===== src/rtl/jtag_dtm_pkg.sv =====
// rtl/jtag_dtm_pkg.sv - IR codes, DTMCS field offsets, DMI op and FSM state types
package jtag_dtm_pkg;

    localparam logic [4:0] IR_IDCODE = 5'h01;
    localparam logic [4:0] IR_DTMCS  = 5'h10;
    localparam logic [4:0] IR_DMI    = 5'h11;

    localparam int DTMCS_VERSION_LSB   = 0;
    localparam int DTMCS_ABITS_LSB     = 4;
    localparam int DTMCS_DMISTAT_LSB   = 10;
    localparam int DTMCS_IDLE_LSB      = 12;
    localparam int DTMCS_DMIRESET_BIT  = 16;
    localparam int DTMCS_HARDRESET_BIT = 17;

    localparam logic [3:0] DTMCS_VERSION = 4'd1;

    // BUSY shares encoding 3 with the reserved request op; FAILED shares 2 with WRITE
    typedef enum logic [1:0] {
        DMI_NOP   = 2'd0,
        DMI_READ  = 2'd1,
        DMI_WRITE = 2'd2,
        DMI_BUSY  = 2'd3
    } dmi_op_e;

    typedef enum logic [1:0] {
        ST_IDLE      = 2'd0,
        ST_REQ       = 2'd1,
        ST_WAIT_RESP = 2'd2
    } dmi_state_e;

    typedef enum logic [1:0] {
        DR_BYPASS = 2'd0,
        DR_IDCODE = 2'd1,
        DR_DTMCS  = 2'd2,
        DR_DMI    = 2'd3
    } dr_sel_e;

    function automatic dr_sel_e decode_ir(input logic [4:0] ir);
        case (ir)
            IR_IDCODE: return DR_IDCODE;
            IR_DTMCS:  return DR_DTMCS;
            IR_DMI:    return DR_DMI;
            default:   return DR_BYPASS;
        endcase
    endfunction

endpackage


===== src/rtl/jtag_dtm_dr_if.sv =====
// rtl/jtag_dtm_dr_if.sv - DMI request/response handshake bundle between DTM and debug module
interface jtag_dtm_dr_if #(
    parameter int ABITS = 7
) ();
    logic             dmi_req_valid_o;
    logic             dmi_req_ready_i;
    logic [ABITS-1:0] dmi_req_addr_o;
    logic [1:0]       dmi_req_op_o;
    logic [31:0]      dmi_req_data_o;
    logic             dmi_resp_valid_i;
    logic             dmi_resp_ready_o;
    logic [31:0]      dmi_resp_data_i;
    logic [1:0]       dmi_resp_op_i;

    modport master (
        output dmi_req_valid_o, dmi_req_addr_o, dmi_req_op_o, dmi_req_data_o, dmi_resp_ready_o,
        input  dmi_req_ready_i, dmi_resp_valid_i, dmi_resp_data_i, dmi_resp_op_i
    );

    modport slave (
        input  dmi_req_valid_o, dmi_req_addr_o, dmi_req_op_o, dmi_req_data_o, dmi_resp_ready_o,
        output dmi_req_ready_i, dmi_resp_valid_i, dmi_resp_data_i, dmi_resp_op_i
    );
endinterface


===== src/rtl/jtag_dtm_dmi_fsm.sv =====
// rtl/jtag_dtm_dmi_fsm.sv - DMI request/response FSM and sticky error; JTAG_DTM_DMI_TIMEOUT_EN adds a response timeout
module jtag_dtm_dmi_fsm
    import jtag_dtm_pkg::*;
#(
    parameter int ABITS          = 7,
    parameter int TIMEOUT_CYCLES = 1024
) (
    input  logic             tck_i,
    input  logic             trst_ni,
    input  logic             i_update_dmi,
    input  logic             i_capture_dmi,
    input  logic             i_dmireset,
    input  logic             i_dmihardreset,
    input  logic [ABITS-1:0] i_addr,
    input  logic [31:0]      i_data,
    input  logic [1:0]       i_op,
    output logic [ABITS-1:0] o_last_addr,
    output logic [31:0]      o_resp_data,
    output logic [1:0]       o_sticky,
    jtag_dtm_dr_if.master    dmi
);

    if (TIMEOUT_CYCLES < 1) begin : g_bad_timeout
        $error("jtag_dtm_dmi_fsm: TIMEOUT_CYCLES must be positive");
    end

    dmi_state_e       r_state, w_state_next;
    logic [ABITS-1:0] r_addr;
    logic [31:0]      r_data;
    logic [1:0]       r_op;
    logic [31:0]      r_resp_data;
    logic [1:0]       r_sticky, w_sticky_base, w_sticky_next;
    logic             w_start, w_busy_hit, w_resp_take, w_err_set, w_timeout;

`ifdef JTAG_DTM_DMI_TIMEOUT_EN
    localparam int TW = $clog2(TIMEOUT_CYCLES + 1);
    logic [TW-1:0] r_timer;

    // Count TCK cycles spent waiting for a response; restart whenever we leave WAIT_RESP
    always_ff @(posedge tck_i or negedge trst_ni) begin
        if (!trst_ni)                   r_timer <= '0;
        else if (r_state != ST_WAIT_RESP) r_timer <= '0;
        else                            r_timer <= r_timer + 1'b1;
    end

    assign w_timeout = (r_state == ST_WAIT_RESP) && (r_timer == TW'(TIMEOUT_CYCLES - 1));
`else
    assign w_timeout = 1'b0;
`endif

    // State register
    always_ff @(posedge tck_i or negedge trst_ni) begin
        if (!trst_ni) r_state <= ST_IDLE;
        else          r_state <= w_state_next;
    end

    // Next state and transaction events; a hard reset abandons any outstanding response
    always_comb begin
        w_state_next = r_state;
        w_start      = 1'b0;
        w_busy_hit   = 1'b0;
        w_resp_take  = 1'b0;
        w_err_set    = 1'b0;
        case (r_state)
            ST_IDLE: begin
                if (i_update_dmi && (r_sticky == 2'd0) &&
                    ((i_op == DMI_READ) || (i_op == DMI_WRITE))) begin
                    w_start      = 1'b1;
                    w_state_next = ST_REQ;
                end
            end
            ST_REQ: begin
                w_busy_hit = i_update_dmi || i_capture_dmi;
                if (dmi.dmi_req_ready_i) w_state_next = ST_WAIT_RESP;
            end
            ST_WAIT_RESP: begin
                w_busy_hit = i_update_dmi || i_capture_dmi;
                if (dmi.dmi_resp_valid_i) begin
                    w_resp_take  = 1'b1;
                    w_err_set    = (dmi.dmi_resp_op_i == 2'd2);
                    w_state_next = ST_IDLE;
                end else if (w_timeout) begin
                    w_err_set    = 1'b1;
                    w_state_next = ST_IDLE;
                end
            end
            default: w_state_next = ST_IDLE;
        endcase
        if (i_dmihardreset) begin
            w_state_next = ST_IDLE;
            w_start      = 1'b0;
            w_resp_take  = 1'b0;
            w_err_set    = 1'b0;
        end
    end

    // Sticky error: clears first, then busy (3) beats failed (2)
    always_comb begin
        w_sticky_base = (i_dmireset || i_dmihardreset) ? 2'd0 : r_sticky;
        w_sticky_next = w_sticky_base;
        if (w_busy_hit)                              w_sticky_next = 2'd3;
        else if (w_err_set && w_sticky_base != 2'd3) w_sticky_next = 2'd2;
    end

    // Sticky error register
    always_ff @(posedge tck_i or negedge trst_ni) begin
        if (!trst_ni) r_sticky <= 2'd0;
        else          r_sticky <= w_sticky_next;
    end

    // Request fields latch on an accepted update and stay stable until the next one
    always_ff @(posedge tck_i or negedge trst_ni) begin
        if (!trst_ni) begin
            r_addr <= '0;
            r_data <= '0;
            r_op   <= 2'd0;
        end else if (w_start) begin
            r_addr <= i_addr;
            r_data <= i_data;
            r_op   <= i_op;
        end
    end

    // Response data captured on the response handshake
    always_ff @(posedge tck_i or negedge trst_ni) begin
        if (!trst_ni)         r_resp_data <= '0;
        else if (w_resp_take) r_resp_data <= dmi.dmi_resp_data_i;
    end

    assign dmi.dmi_req_valid_o  = (r_state == ST_REQ);
    assign dmi.dmi_resp_ready_o = (r_state == ST_WAIT_RESP);
    assign dmi.dmi_req_addr_o   = r_addr;
    assign dmi.dmi_req_data_o   = r_data;
    assign dmi.dmi_req_op_o     = r_op;

    assign o_last_addr = r_addr;
    assign o_resp_data = r_resp_data;
    assign o_sticky    = r_sticky;

endmodule


===== src/rtl/jtag_dtm_dr.sv =====
// rtl/jtag_dtm_dr.sv - JTAG DTM data registers (IDCODE/DTMCS/DMI/BYPASS); JTAG_DTM_DMI_TIMEOUT_EN enables DMI response timeout
module jtag_dtm_dr
    import jtag_dtm_pkg::*;
#(
    parameter logic [31:0] IDCODE_VALUE   = 32'h1000_0DB3,
    parameter int          ABITS          = 7,
    parameter logic [2:0]  IDLE_HINT      = 3'd1,
    parameter int          TIMEOUT_CYCLES = 1024
) (
    input  logic          tck_i,
    input  logic          trst_ni,
    input  logic          tdi_i,
    input  logic [4:0]    ir_i,
    input  logic          capture_dr_i,
    input  logic          shift_dr_i,
    input  logic          update_dr_i,
    output logic          tdo_o,
    jtag_dtm_dr_if.master dmi
);

    localparam int DRW = ABITS + 34;

    if (IDCODE_VALUE[0] != 1'b1) begin : g_bad_idcode
        $error("jtag_dtm_dr: IDCODE_VALUE bit 0 must be 1");
    end

    dr_sel_e          w_sel;
    logic             w_update, w_capture, w_shift;
    logic [DRW-1:0]   r_shift, w_shift_next, w_capture_val;
    logic [ABITS-1:0] w_last_addr;
    logic [31:0]      w_resp_data;
    logic [1:0]       w_sticky, w_dmi_op;

    assign w_sel     = decode_ir(ir_i);
    assign w_update  = update_dr_i;
    assign w_capture = capture_dr_i && !update_dr_i;
    assign w_shift   = shift_dr_i && !capture_dr_i && !update_dr_i;

    // Only busy and failed are ever stored, but map explicitly so stray codes read as ok
    assign w_dmi_op = (w_sticky == 2'd3) ? 2'd3 : (w_sticky == 2'd2) ? 2'd2 : 2'd0;

    // Value loaded into the shift register on capture, selected by IR
    always_comb begin
        w_capture_val = '0;
        case (w_sel)
            DR_IDCODE: w_capture_val[31:0] = IDCODE_VALUE;
            DR_DTMCS: begin
                w_capture_val[DTMCS_VERSION_LSB +: 4] = DTMCS_VERSION;
                w_capture_val[DTMCS_ABITS_LSB   +: 6] = 6'(ABITS);
                w_capture_val[DTMCS_DMISTAT_LSB +: 2] = w_sticky;
                w_capture_val[DTMCS_IDLE_LSB    +: 3] = IDLE_HINT;
            end
            DR_DMI:  w_capture_val = {w_last_addr, w_resp_data, w_dmi_op};
            default: w_capture_val = '0;
        endcase
    end

    // Shift right one place, inserting TDI at the top of the active register width
    always_comb begin
        w_shift_next = {1'b0, r_shift[DRW-1:1]};
        case (w_sel)
            DR_IDCODE, DR_DTMCS: w_shift_next[31]    = tdi_i;
            DR_DMI:              w_shift_next[DRW-1] = tdi_i;
            default:             w_shift_next[0]     = tdi_i;
        endcase
    end

    // Shared shift register; update has priority, then capture, then shift
    always_ff @(posedge tck_i or negedge trst_ni) begin
        if (!trst_ni)       r_shift <= '0;
        else if (w_update)  r_shift <= r_shift;
        else if (w_capture) r_shift <= w_capture_val;
        else if (w_shift)   r_shift <= w_shift_next;
    end

    assign tdo_o = r_shift[0];

    jtag_dtm_dmi_fsm #(
        .ABITS          (ABITS),
        .TIMEOUT_CYCLES (TIMEOUT_CYCLES)
    ) u_dmi_fsm (
        .tck_i          (tck_i),
        .trst_ni        (trst_ni),
        .i_update_dmi   (w_update && (w_sel == DR_DMI)),
        .i_capture_dmi  (w_capture && (w_sel == DR_DMI)),
        .i_dmireset     (w_update && (w_sel == DR_DTMCS) && r_shift[DTMCS_DMIRESET_BIT]),
        .i_dmihardreset (w_update && (w_sel == DR_DTMCS) && r_shift[DTMCS_HARDRESET_BIT]),
        .i_addr         (r_shift[DRW-1:34]),
        .i_data         (r_shift[33:2]),
        .i_op           (r_shift[1:0]),
        .o_last_addr    (w_last_addr),
        .o_resp_data    (w_resp_data),
        .o_sticky       (w_sticky),
        .dmi            (dmi)
    );

endmodule


===== src/flat_wrapper.sv =====
// flat-port wrapper written by rule: the top's interface ports become plain ports
module jtag_dtm_dr_flat import jtag_dtm_pkg::*;
#(
    parameter logic [31:0] IDCODE_VALUE   = 32'h1000_0DB3,
    parameter int          ABITS          = 7,
    parameter logic [2:0]  IDLE_HINT      = 3'd1,
    parameter int          TIMEOUT_CYCLES = 1024
)
  (tck_i, trst_ni, tdi_i, ir_i, capture_dr_i, shift_dr_i, update_dr_i, tdo_o, dmi_dmi_req_valid_o, dmi_dmi_req_addr_o, dmi_dmi_req_op_o, dmi_dmi_req_data_o, dmi_dmi_resp_ready_o, dmi_dmi_req_ready_i, dmi_dmi_resp_valid_i, dmi_dmi_resp_data_i, dmi_dmi_resp_op_i);
  jtag_dtm_dr_if #(.ABITS(ABITS)) dmi_i ();
  input  logic tck_i;
  input  logic trst_ni;
  input  logic tdi_i;
  input  logic [4:0] ir_i;
  input  logic capture_dr_i;
  input  logic shift_dr_i;
  input  logic update_dr_i;
  output logic tdo_o;
  output wire logic [$bits(dmi_i.dmi_req_valid_o)-1:0] dmi_dmi_req_valid_o;
  output wire logic [$bits(dmi_i.dmi_req_addr_o)-1:0] dmi_dmi_req_addr_o;
  output wire logic [$bits(dmi_i.dmi_req_op_o)-1:0] dmi_dmi_req_op_o;
  output wire logic [$bits(dmi_i.dmi_req_data_o)-1:0] dmi_dmi_req_data_o;
  output wire logic [$bits(dmi_i.dmi_resp_ready_o)-1:0] dmi_dmi_resp_ready_o;
  input wire logic [$bits(dmi_i.dmi_req_ready_i)-1:0] dmi_dmi_req_ready_i;
  input wire logic [$bits(dmi_i.dmi_resp_valid_i)-1:0] dmi_dmi_resp_valid_i;
  input wire logic [$bits(dmi_i.dmi_resp_data_i)-1:0] dmi_dmi_resp_data_i;
  input wire logic [$bits(dmi_i.dmi_resp_op_i)-1:0] dmi_dmi_resp_op_i;
  assign dmi_dmi_req_valid_o = dmi_i.dmi_req_valid_o;
  assign dmi_dmi_req_addr_o = dmi_i.dmi_req_addr_o;
  assign dmi_dmi_req_op_o = dmi_i.dmi_req_op_o;
  assign dmi_dmi_req_data_o = dmi_i.dmi_req_data_o;
  assign dmi_dmi_resp_ready_o = dmi_i.dmi_resp_ready_o;
  assign dmi_i.dmi_req_ready_i = dmi_dmi_req_ready_i;
  assign dmi_i.dmi_resp_valid_i = dmi_dmi_resp_valid_i;
  assign dmi_i.dmi_resp_data_i = dmi_dmi_resp_data_i;
  assign dmi_i.dmi_resp_op_i = dmi_dmi_resp_op_i;
  jtag_dtm_dr #(.IDCODE_VALUE(IDCODE_VALUE), .ABITS(ABITS), .IDLE_HINT(IDLE_HINT), .TIMEOUT_CYCLES(TIMEOUT_CYCLES)) u_core (.tck_i(tck_i), .trst_ni(trst_ni), .tdi_i(tdi_i), .ir_i(ir_i), .capture_dr_i(capture_dr_i), .shift_dr_i(shift_dr_i), .update_dr_i(update_dr_i), .tdo_o(tdo_o), .dmi(dmi_i));
endmodule

===== config.mk =====
export PLATFORM = sky130hd
export DESIGN_NAME = jtag_dtm_dr_flat
export DESIGN_NICKNAME = d
export VERILOG_FILES = /design/src/rtl/jtag_dtm_pkg.sv /design/src/rtl/jtag_dtm_dr_if.sv /design/src/rtl/jtag_dtm_dmi_fsm.sv /design/src/rtl/jtag_dtm_dr.sv /design/src/flat_wrapper.sv
export SDC_FILE = /design/constraint.sdc
export NUM_CORES = 1
export LEC_CHECK = 0
export CORE_UTILIZATION = 45
export DETAILED_ROUTE_END_ITERATION = 16
export DONT_BUFFER_PORTS = 1
export GPL_ROUTABILITY_DRIVEN = 0
export HOLD_SLACK_MARGIN = 0.12
export PLACE_DENSITY_LB_ADDON = 0.1
export SLEW_MARGIN = 20
export SYNTH_ARGS = -nofsm -noshare
export SYNTH_HDL_FRONTEND = slang
export SYNTH_HIERARCHICAL = 1
export SYNTH_SLANG_ARGS = --single-unit
export TNS_END_PERCENT = 100

===== constraint.sdc =====
create_clock -name tck_i -period 5.1 [get_ports tck_i]
set_input_delay 0.51 -clock tck_i [delete_from_list [all_inputs] [get_ports tck_i]]
set_output_delay 0.51 -clock tck_i [all_outputs]
set_load 0.02 [all_outputs]

# Word level (Yosys, flattened, before mapping)
# Cells that the tools add are included.
# word_totals
ff_bits	118
latch_bits	0
ramBits	0
romBits	0
inputBits	47
output_inout_bits	44
n_memories	0
# op_classes
add_sub_neg	0
multipliers	0
div_mod_pow	0
order_cmp	0
n_eq_ne	17
shifts	0
mux	29
n_bitwise	1
reduce_logical	24
# ops
operator	count
two-way mux 41 bit	2
case mux 15 bit (3 select lines)	1
case mux 17 bit (2 select lines)	1
two-way mux 2 bit	9
== test 2 bit (second input constant)	7
two-way mux 1 bit	13
case mux 2 bit (3 select lines)	2
logical AND 1 bit	11
== test 5 bit (second input constant)	2
two-way mux 9 bit	1
== test 2 x 1 -> 1 bit (second input constant)	3
inequality test 3 x 1 -> 1 bit (second input constant)	2
== test 5 x 1 -> 1 bit (second input constant)	1
zero test 2 bit	2
OR reduction 2 bit	2
logical OR 1 bit	3
inequality test 3 bit (second input constant)	1
AND reduction 3 bit	1
OR reduction 3 bit	1
zero test 1 bit	2
inequality test 2 bit (second input constant)	1
AND reduction 2 bit	1
nonzero test 2 bit	1
inverter 1 bit	1

# Depth between registers and ports, before layout
# logic_depth
ltp_word	11
depth_mapped	9

# Hierarchy
# The synthesis kept the hierarchy.
# by_module_without_submodules
module	instances	cells_each	area_each_um2	seq_area_each_um2
jtag_dtm_dmi_fsm	1	192	3220.6	1926.8
jtag_dtm_dr	1	229	2084.5	1026.0

# Worst setup path before layout
# Ideal clock, no wire load.
# synth_path
kind	input-to-reg
from	input ir_i[3]
to	register u_core.u_dmi_fsm.r_addr[0] (netlist: u_core/u_dmi_fsm/dmi.dmi_req_addr_o[0])
setup_ps	125
arrival_ps	2449
t_required_ps	4975
slack_ps	2526
path_stages	8
n_path_buf	2
path_cell_list	nor3_1 > nand3_1 > nor2_1 > or2b_1 > or4_1 > buf_6 > buf_12 > mux2_4
# synth_via
elab_chain_len	9
# synth_rtl
item	line_no	text
from (decl)	flat_wrapper.sv:14	input logic [4:0] ir_i;
== test 5 bit / == test 5 x 1 -> 1 bit (equally long branches)	jtag_dtm_pkg.sv:39	case (ir)
case mux 2 bit (3 select lines) (*)	jtag_dtm_pkg.sv:39	
== test 2 bit	jtag_dtm_dr.sv:84	.i_update_dmi (w_update && (w_sel == DR_DMI)),
logical AND 1 bit	jtag_dtm_dr.sv:84	
logical AND 1 bit (2 in series)	jtag_dtm_dmi_fsm.sv:66	if (i_update_dmi && (r_sticky == 2'd0) &&
two-way mux 1 bit	jtag_dtm_dmi_fsm.sv:66	
two-way mux 1 bit	jtag_dtm_dmi_fsm.sv:64	case (r_state)
two-way mux 1 bit (*)	jtag_dtm_dmi_fsm.sv:89	if (i_dmihardreset) begin
to (signal assigned)	jtag_dtm_dmi_fsm.sv:118	r_addr <= i_addr;
to (decl)	jtag_dtm_dmi_fsm.sv:28	logic [ABITS-1:0] r_addr;
# Every way passes the cells marked *; elsewhere a longest branch is shown, timed or not.
# A chain may end at the register's enable or synchronous reset.

# Worst setup path in the final report
# layout_path
from	input ir_i[3]
to	register u_core.u_dmi_fsm.r_data[8] (netlist: u_core/u_dmi_fsm/dmi.dmi_req_data_o[8])
# layout_via
elab_chain_len	9
# layout_rtl
item	line_no	text
== test 5 bit / == test 5 x 1 -> 1 bit (equally long branches)	jtag_dtm_pkg.sv:39	
case mux 2 bit (3 select lines) (*)	jtag_dtm_pkg.sv:39	
== test 2 bit	jtag_dtm_dr.sv:84	
logical AND 1 bit	jtag_dtm_dr.sv:84	
logical AND 1 bit (2 in series)	jtag_dtm_dmi_fsm.sv:66	
two-way mux 1 bit	jtag_dtm_dmi_fsm.sv:66	
two-way mux 1 bit	jtag_dtm_dmi_fsm.sv:64	
two-way mux 1 bit (*)	jtag_dtm_dmi_fsm.sv:89	
to (signal assigned)	jtag_dtm_dmi_fsm.sv:119	r_data <= i_data;
to (decl)	jtag_dtm_dmi_fsm.sv:29	logic [31:0] r_data;
# Marks and branches as above.

==> results.md <==
* Status: completed
* Async set-reset flop share out of synthesis at 100%
* DR WL met3 at 779 µm
* Crit start category: input port
* Vias in the first global route at 3164
* Actual slew at the worst max-slew pin at 1040 ps
* Syn Nets at 471
* Yosys reg bits at 118
* Largest net degree at the start of global routing at 119
* Non-Filler Instances at 569
* Hold WC Path Type: input port to flop
* IO Port Bufs at 0
* Grt total ovfl at 0
* Compound-Gate Fraction of Synth Area at 9.95%
* Multi-input gate area at 0.00208 mm²
* Postcts setup bufs at 0
* Crit path from: ir_i[3]
* Syn avg cell area at 12.6 µm²
* Gr usage total at 18.9%
* TritonCTS clock tree: yes
* Num CTS Buffers at 17
* WL/cell at 19.2 µm
* Pleak at 2.78 nW
* Dominant cells by area after synthesis: dfrtp_1, mux2_4, mux2_2
* Relative slew margins at 30.6%
* Share of layout cells above drive strength 1 at 27.4%
* DP Cell Count at 534
* Synth cell types at 45
* CTS max path bufs at 2
* CP Class: input port to flop
* Final period util at 56.7%
* Area leader, netlist: dfrtp_1
* Worst-Skew Late Latency at 410 ps
* Met1 WL at 4.91 mm
* Clk sinks at 118
* Synth Area in XOR/XNOR at 0.330%
* Die Y at 111 µm
* Final min period at 2890 ps
* Number of fill cells at 1004
* Worst EP required at 5390 ps
* Clk_skew at 9.41 ps
* Depth of the CTS H-tree at 4
* Origin of the critical flop-to-flop path: u_core/r_shift[17]
* Cts repair resizes at 0
* Ports at 91
* Antenna viol nets, final at 0
* Clk root buf: clkbuf_16
* Post-CTS Hold Buffers at 2
* Post-Synthesis Cell Area at 0.00531 mm²
* Crit-path max FO at 42
* Synth Flop Type: dfrtp_1
* Global-route wire length before repair at 17.5 mm
* Pre-CTS setup slack at 1800 ps
* Crit. End Element: flop
* Max Clock Freq at 346 MHz
* Clock transition at path regs at 50 ps
* Starting Density at 46.3%
* Nets at 462
* Largest family of logic cells by synthesized area: multiplexers
* Yosys warnings at 6
* Slew Viols, Final at 0
* Mux cell area share after synthesis at 18.7%
* Post-Route Utilization at 51.4%
* Hold Path Origin: capture_dr_i
* Reg area at 0.00295 mm²
* Die X at 111 µm
* Area Growth Syn to Fin at 11.2%
* Via/cell ratio at 5.56
* Hold WS at 213 ps
* Number of antenna violations at the first check in global routing at 1
* Post-Syn Instances at 421
* Final setup violation count at 0
* Drc violations at 0
* Initial DRC Count at 146
* Max-cap violations at 0
* Fraction of post-synthesis cell area in the top cell type by area at 55.7%
* PD cells at 546 mW/mm²
* Crit path arrival time at 3180 ps
* Cell row count at 39
* Worst vdd ir at 0.000340 V
* Hpwl dp at 6.91 mm
* RSZ-0062 raised after global routing: no
* Register area share after synthesis at 55.7%
* Worst setup margin at 2210 ps
* Via count at 3162
* Adder-cell share of the synthesized area at 0.708%
* Core area at 0.0115 mm²
* Die area at 0.0122 mm²
* Total Routed Length at 10.9 mm
* Setup_tns at 0 ps
* Simple-gate area share of the yosys netlist at 9.15%
* Final hold violation count at 0
* Post-synth EDFFs at 0
* Top routing layer in use: met4
* Drt first pass iters at 4
* Met2 wire len at 5.08 mm
## path summary, 6_finish.rpt
kind                                                     endpoint  cells after the start  slack [ps]
setup / recovery           u_core/u_dmi_fsm/dmi.dmi_req_data_o[8]                      7        2210
hold / removal                                  u_core/r_shift[0]                      1         210
setup reg to reg           u_core/u_dmi_fsm/dmi.dmi_req_data_o[8]                      5        2680
hold reg to reg            u_core/u_dmi_fsm/dmi.dmi_req_data_o[3]                      1         500
max in group asynchronous                      u_core/r_shift[31]                      2        3930
min in group asynchronous            u_core/u_dmi_fsm/o_sticky[0]                      2         740
## cell type report
cell class / count / share of cell area [%]
timing repair buffer: 6 / 1.15
sequential: 118 / 50.1
tap: 143 / 3.03
antenna: 2 / 0.0849
clock inverter: 11 / 2.25
multi-input combinational: 260 / 35.3
clock buffer: 20 / 7.57
inverter: 9 / 0.573
## cells in the final DEF (no fill, tap or decap), types with 2 or more instances in the layout
| master | count |
|---|---|
| nand2b_1 | 5 |
| dfrtp_1 | 118 |
| diode_2 | 2 |
| nand2_1 | 14 |
| inv_1 | 9 |
| a221oi_1 | 28 |
| bufinv_16 | 3 |
| nor3_1 | 5 |
| mux2i_1 | 4 |
| clkbuf_16 | 17 |
| buf_4 | 4 |
| ha_1 | 3 |
| nor2_1 | 63 |
| mux2_2 | 34 |
| mux2_4 | 38 |
| o32a_1 | 2 |
| o21ai_0 | 13 |
| nand3_1 | 2 |
| nor2b_1 | 4 |
| a21oi_1 | 16 |
| clkbuf_1 | 2 |
| o31ai_1 | 2 |
| o211ai_1 | 2 |
| nor3b_1 | 2 |
| clkinv_2 | 7 |
## synth_stat cells, types with 2 or more instances
| cell type | n |
|---|---|
| dfrtp_1 | 118 |
| nor2_1 | 64 |
| mux2_4 | 38 |
| mux2_2 | 34 |
| a221oi_1 | 28 |
| a21oi_1 | 16 |
| nand2_1 | 14 |
| clkbuf_1 | 13 |
| o21ai_0 | 13 |
| buf_4 | 12 |
| inv_1 | 9 |
| nand2b_1 | 6 |
| nor3_1 | 5 |
| buf_12 | 4 |
| mux2i_1 | 4 |
| nor2b_1 | 4 |
| buf_2 | 3 |
| ha_1 | 3 |
| buf_6 | 2 |
| nand3_1 | 2 |
| nor3b_1 | 2 |
| o211ai_1 | 2 |
| o31ai_1 | 2 |
| o32a_1 | 2 |
## where the power goes
| group | total (mW) | internal (mW) | switching [mW] |
|---|---|---|---|
| Clock | 1.17 | 0.770 | 0.396 |
| Sequential | 1.55 | 1.22 | 0.329 |
| Combinational | 0.499 | 0.310 | 0.189 |
| Total | 3.22 | 2.30 | 0.914 |
## critical path, cell delays in order
cell	delay (ps)
nor3_1	520
nand3_1	230
nor3b_1	550
nand2b_1	220
or4_2	120
buf_4	610
mux2_2	410
## logic make-up after synthesis
kind of cell | after synthesis
flip-flops | 118
AND/OR/NAND/NOR | 105
multiplexers | 76
AO/OA/AOI/OAI | 74
buffers and inverters | 43
adder cells (fa/ha/maj) | 3
XOR/XNOR | 2
## metal layers
metal  vias to the layer above  global-route usage, %
met4                         0                   6.31
li1                       1484                      -
met3                        10                   9.50
met2                        80                   27.8
met5                         -                      0
met1                      1588                   24.1
## stage by stage
stage               total power [mW]  area [µm²]
detailed placement              2.06        5280
global placement                2.04        5280
finish                          3.22        5900
floorplan                       1.94        5310
CTS                             3.26        5890
global route                    3.38        5890
## flip-flops by register name, indices dropped and copies added (netlist names)
register,cells
u_core/r_shift,41
u_core/u_dmi_fsm/dmi.dmi_req_addr_o,7
u_core/u_dmi_fsm/dmi.dmi_req_data_o,32
u_core/u_dmi_fsm/dmi.dmi_req_op_o,2
u_core/u_dmi_fsm/o_resp_data,32
u_core/u_dmi_fsm/o_sticky,2
u_core/u_dmi_fsm/r_state,2
Note: power is estimated with default switching activity, not from simulation.
